### config.mk
export PLATFORM = sky130hd
export DESIGN_NAME = nand_net
export DESIGN_NICKNAME = d
export VERILOG_FILES = /design/src/rtl/nand_equiv_pkg.sv /design/src/rtl/nand_net.sv
export SDC_FILE = /design/constraint.sdc
export NUM_CORES = 1
export LEC_CHECK = 0
export CORE_AREA = 2 2 39 41
export DETAILED_ROUTE_END_ITERATION = 10
export DIE_AREA = 0 0 41 43
export GPL_TIMING_DRIVEN = 0
export RECOVER_POWER = 100
export SLEW_MARGIN = 25
export SYNTH_ARGS = -nofsm -noshare
export SYNTH_HDL_FRONTEND = slang
export SYNTH_SLANG_ARGS = --single-unit
### constraint.sdc
create_clock -name vclk -period 1.6
set_input_delay 0.32 -clock vclk [all_inputs]
set_output_delay 0.32 -clock vclk [all_outputs]
set_load 0.05 [all_outputs]
### src/rtl/nand_equiv_pkg.sv
// Purpose: shared definitions for the NAND equivalence sweep engine (op codes, FSM states, widths).
// Latency: n/a (definitions only).
// Backpressure: n/a (definitions only).
//
// Contents: OP_AND..OP_BUF function codes, state_e FSM encoding, and cnt_width(),
// which returns the sweep counter width (two operands of W bits each).
// The optional fault-injection port on the top is enabled by NAND_EQUIV_FAULT_INJ_EN.
package nand_equiv_pkg;

    // Function select encoding, bitwise over the operand width.
    localparam logic [2:0] OP_AND  = 3'd0;
    localparam logic [2:0] OP_OR   = 3'd1;
    localparam logic [2:0] OP_NAND = 3'd2;
    localparam logic [2:0] OP_NOR  = 3'd3;
    localparam logic [2:0] OP_XOR  = 3'd4;
    localparam logic [2:0] OP_XNOR = 3'd5;
    localparam logic [2:0] OP_NOT  = 3'd6;
    localparam logic [2:0] OP_BUF  = 3'd7;

    typedef enum logic [1:0] {
        ST_IDLE = 2'd0,
        ST_RUN  = 2'd1,
        ST_DONE = 2'd2
    } state_e;

    // The sweep counter holds {a, b}, so it is twice the operand width.
    function automatic int cnt_width(input int w);
        return 2 * w;
    endfunction

endpackage

### src/rtl/nand_net.sv
// Purpose: structural NAND-only realisation of the eight bitwise functions plus op select.
// Latency: combinational, zero cycles.
// Backpressure: none; pure combinational network.
//
// Ports: a, b   (W-bit operands)
//        op     (3-bit function select, OP_* encoding)
//        y      (W-bit result of the selected function)
module nand_net
    import nand_equiv_pkg::*;
#(
    parameter int W = 4
) (
    input  logic [W-1:0] a,
    input  logic [W-1:0] b,
    input  logic [2:0]   op,
    output logic [W-1:0] y
);

    wire [2:0]   op_n;
    wire [7:0]   sel_n;
    wire [7:0]   sel;
    wire [W-1:0] y_w;

    // Op decoder built from NANDs: sel is one-hot on the selected function.
    for (genvar j = 0; j < 3; j++) begin : g_inv
        nand u_inv (op_n[j], op[j], op[j]);
    end

    for (genvar k = 0; k < 8; k++) begin : g_dec
        wire [2:0] lit;
        for (genvar j = 0; j < 3; j++) begin : g_lit
            if (((k >> j) & 1) != 0) begin : g_pos
                assign lit[j] = op[j];
            end else begin : g_neg
                assign lit[j] = op_n[j];
            end
        end
        nand u_dec (sel_n[k], lit[0], lit[1], lit[2]);
        nand u_sel (sel[k], sel_n[k], sel_n[k]);
    end

    for (genvar i = 0; i < W; i++) begin : g_bit
        wire       n_ab;
        wire       n_aa;
        wire       n_bb;
        wire       f_and;
        wire       f_or;
        wire       f_nor;
        wire       x_l;
        wire       x_r;
        wire       f_xor;
        wire       f_xnor;
        wire       f_buf;
        wire [7:0] fn;
        wire [7:0] term;

        // Every function derived from two-input NANDs.
        nand u_ab   (n_ab,   a[i],  b[i]);
        nand u_and  (f_and,  n_ab,  n_ab);
        nand u_aa   (n_aa,   a[i],  a[i]);
        nand u_bb   (n_bb,   b[i],  b[i]);
        nand u_or   (f_or,   n_aa,  n_bb);
        nand u_nor  (f_nor,  f_or,  f_or);
        // Classic four-NAND XOR sharing the a/b NAND.
        nand u_xl   (x_l,    a[i],  n_ab);
        nand u_xr   (x_r,    b[i],  n_ab);
        nand u_xor  (f_xor,  x_l,   x_r);
        nand u_xnor (f_xnor, f_xor, f_xor);
        nand u_buf  (f_buf,  n_aa,  n_aa);

        assign fn[OP_AND]  = f_and;
        assign fn[OP_OR]   = f_or;
        assign fn[OP_NAND] = n_ab;
        assign fn[OP_NOR]  = f_nor;
        assign fn[OP_XOR]  = f_xor;
        assign fn[OP_XNOR] = f_xnor;
        assign fn[OP_NOT]  = n_aa;
        assign fn[OP_BUF]  = f_buf;

        // AND-OR mux as NAND-NAND: y = ~&(~(fn & sel)) = |(fn & sel).
        for (genvar k = 0; k < 8; k++) begin : g_term
            nand u_term (term[k], fn[k], sel[k]);
        end
        nand u_out (y_w[i], term[0], term[1], term[2], term[3],
                            term[4], term[5], term[6], term[7]);
    end

    assign y = y_w;

endmodule

==> key figures, run 1 <==
Status
  • Run status: finished with violations
  • Failing checks: negative setup slack

Floorplan
  • Starting Density: a little under a third
  • I/O Pins: 15
  • Core area: 0.00138 mm^2
  • Die W: 41 um
  • Die Y: 43 um
  • Core Rows: 14
  • Die ar.: ~0.0018 mm^2

Global route
  • Vias in the first global route: 378
  • Largest net degree at the start of global routing: 11
  • Global route overflow: 0
  • All-layer global routing usage: 12.5%
  • Global-route wire length before repair: 1.61 mm
  • Initial antenna violation count: 0

Pwr
  • Power per cell area: 367 mW/mm^2
  • Leak: 0.000347 uW
  • Worst VDD drop: 202 uV

Yosys
  • Syn_nets: 72
  • Syn. warnings: 0
  • Post-Syn Instances: between 50 and 60
  • Area contributors post-synth: ha_1 (23%), xor2_2 (11%), inv_1 (6.9%)
  • Post-Syn Area: 437 um^2
  • Netlist cell types: 19
  • Area share of the leading cell type in the synthesized netlist: about 23%
  • Syn Area/Cell: approximately 8 um^2
  • Cell taking the most area after synthesis: ha_1
  • Seq/Total Area, Yosys: 0%

Final layout
  • Fin nets: 90
  • Fill count: 125
  • Area delta synth->final: 88.3%
  • Diodes inserted: 0
  • Non-filler cells, final: 85
  • Register area: 0 um^2
  • Area occupied by multi-input gates: 503 um^2
  • Cell area after layout: 822 um^2
  • Fraction of layout instances using a drive strength above 1: 71.0%
  • Seq_cells: 0
  • Clk_buf instances: 0

Place
  • Post-DP HPWL: approximately 730 um
  • PortBufs: 14
  • Placed inst area: 688 um^2
  • RD Place Congestion: 0.642
  • Placed cells: slightly above 80

Timing
  • Post-route clock period utilization: 102%
  • Final Hold Vio Count: 0
  • Post-Route Setup TNS: -0.0894 ns
  • Final worst-path setup slack: -0.0340 ns
  • Tightest Pin Transition: between 0.3 and 0.4 ns
  • Max_slew headroom: between 70% and 80%
  • Max Clk Rate: slightly above 600 MHz
  • RSZ-0062 raised after global routing: yes
  • Setup-failing EPs final: 4
  • Final Hold Slack: 1.16 ns
  • Pins Over Slew Limit: 0
  • Time the worst path needs with I/O delays and setup: 1.63 ns

Routing
  • WL/cell: 11.2 um
  • Vias: 407
  • WL final: 954 um
  • Vias per inst: 4.79
  • Post-route DRC: 0
  • Drt pass-1 iters: 4
  • Post-DRT Antenna Nets: 0
  • Drt initial violations: 2

Worst setup path
  • WP depth: 7
  • Critical path buffer and inverter count: 3
  • Worst path top cell family by delay: compound AO/OA/AOI/OAI gates
  • CP max-delay cell: a211o_2
  • Crit-path max cell delay: roughly 0.28 ns
  • Worst Setup EP: y[0]
  • Critical path endpoint category: output port
  • Worst EP required: 1.28 ns
  • Crit path launch: b[0]
  • Worst setup SP type: input pin
  • Crit-path cells: buf_6, inv_4, ha_4, xnor2_2, o22ai_1, a211o_2, buf_8
  • Crit-path max FO: 2
  • Worst Path Arrival: 1.31 ns
  • Critical path class: input pin to output port

CTS
  • CTS Hold Bufs: 0

Run
  • Max-cap violation count: 0

Worst hold path
  • Hold Path Class: input pin to output port
==> worst min path at each step <==
stage,start,endpoint,cells after the start
CTS,op[0],y[0],5
floorplan,a[2],y[2],3
detailed placement,op[0],y[0],5
global route,op[0],y[0],5
finish,op[0],y[0],5
global placement,op[0],y[0],5
==> where the power goes <==
part	total (uW)	internal (uW)	switching (uW)
logic	302	154	147
clock network	0	0	0
registers	0	0	0
==> repair_timing <==
item                                    4_1_cts  5_1_grt
endpoints found under the setup margin        4        4
setup buffers                                 2        0
pin swaps                                    12       10
gates cloned                                  0        0
resized for setup                           103        7
==> placed cells by master (no fill, tap or decap) <==
| master | count |
|---|---|
| xor2_1 | 1 |
| ha_2 | 1 |
| nor4b_1 | 2 |
| and2b_1 | 1 |
| nand2_2 | 1 |
| a211o_2 | 2 |
| o22ai_1 | 2 |
| buf_4 | 2 |
| nor4_2 | 2 |
| nand2_1 | 2 |
| inv_4 | 4 |
| buf_6 | 5 |
| inv_6 | 4 |
| nor2_1 | 2 |
| clkdlybuf4s15_2 | 2 |
| o21ai_0 | 2 |
| ha_4 | 4 |
| nor2b_2 | 1 |
| buf_8 | 7 |
| ha_1 | 3 |
| xnor2_2 | 4 |
| o21ai_1 | 2 |
| xor2_2 | 3 |
| o22ai_2 | 2 |
| nor3b_4 | 2 |
| nand2b_4 | 1 |
| nor2b_1 | 3 |
| buf_12 | 2 |
==> cells in the mapped netlist (all sizes together) <==
| library cell | count |
|---|---|
| o22ai | 4 |
| nor3b | 2 |
| nor2 | 2 |
| nand2b | 1 |
| buf | 2 |
| a211o | 2 |
| nand2 | 3 |
| xnor2 | 4 |
| o21ai | 4 |
| xor2 | 4 |
| nor2b | 4 |
| nor4 | 2 |
| ha | 8 |
| and2b | 1 |
| inv | 8 |
| nor4b | 2 |
==> logic make-up (layout without fill, tap and decap cells) <==
| logic type | Yosys count | count (layout) | share of synthesized area [%] |
|---|---|---|---|
| AND/OR/NAND/NOR | 17 | 17 | 25.8 |
| AO/OA/AOI/OAI | 10 | 10 | 14.3 |
| XOR/XNOR | 8 | 8 | 22.9 |
| buffers and inverters | 10 | 26 | 14.0 |
| adder cells (fa/ha/maj) | 8 | 8 | 22.9 |
==> final cells by class <==
type | count | area share, %
inverter | 8 | 7.31
tap | 16 | 2.44
timing repair buffer | 16 | 24.8
multi-input combinational | 43 | 61.2
buffer | 2 | 4.26
==> layer usage <==
metal	share of wire (%)	global-route usage, %	wire length, um
met5	0	0	0
met4	0	0	0
met3	3.2	0	31
met2	51	21.6	485
met1	46	17.9	437
==> through the flow <==
step                setup slack [ns]  power, uW  util (%)
detailed placement             -1.20        256      49.7
CTS                          -0.0908        299      57.6
global route                 -0.0733        322      59.4
finish                       -0.0340        302      59.4
global placement               -1.20        254      49.7
floorplan                    -0.0131        179         -
(Power assumes the default switching activity.)
==> run 2: changes to the inputs <==
--- a/config.mk
+++ b/config.mk
@@ -9,7 +9,6 @@
 export DETAILED_ROUTE_END_ITERATION = 10
 export DIE_AREA = 0 0 41 43
 export GPL_TIMING_DRIVEN = 0
-export RECOVER_POWER = 100
 export SLEW_MARGIN = 25
 export SYNTH_ARGS = -nofsm -noshare
 export SYNTH_HDL_FRONTEND = slang
==> results of run 2 <==
Final layout, timing and power as in run 1 (identical DEF).
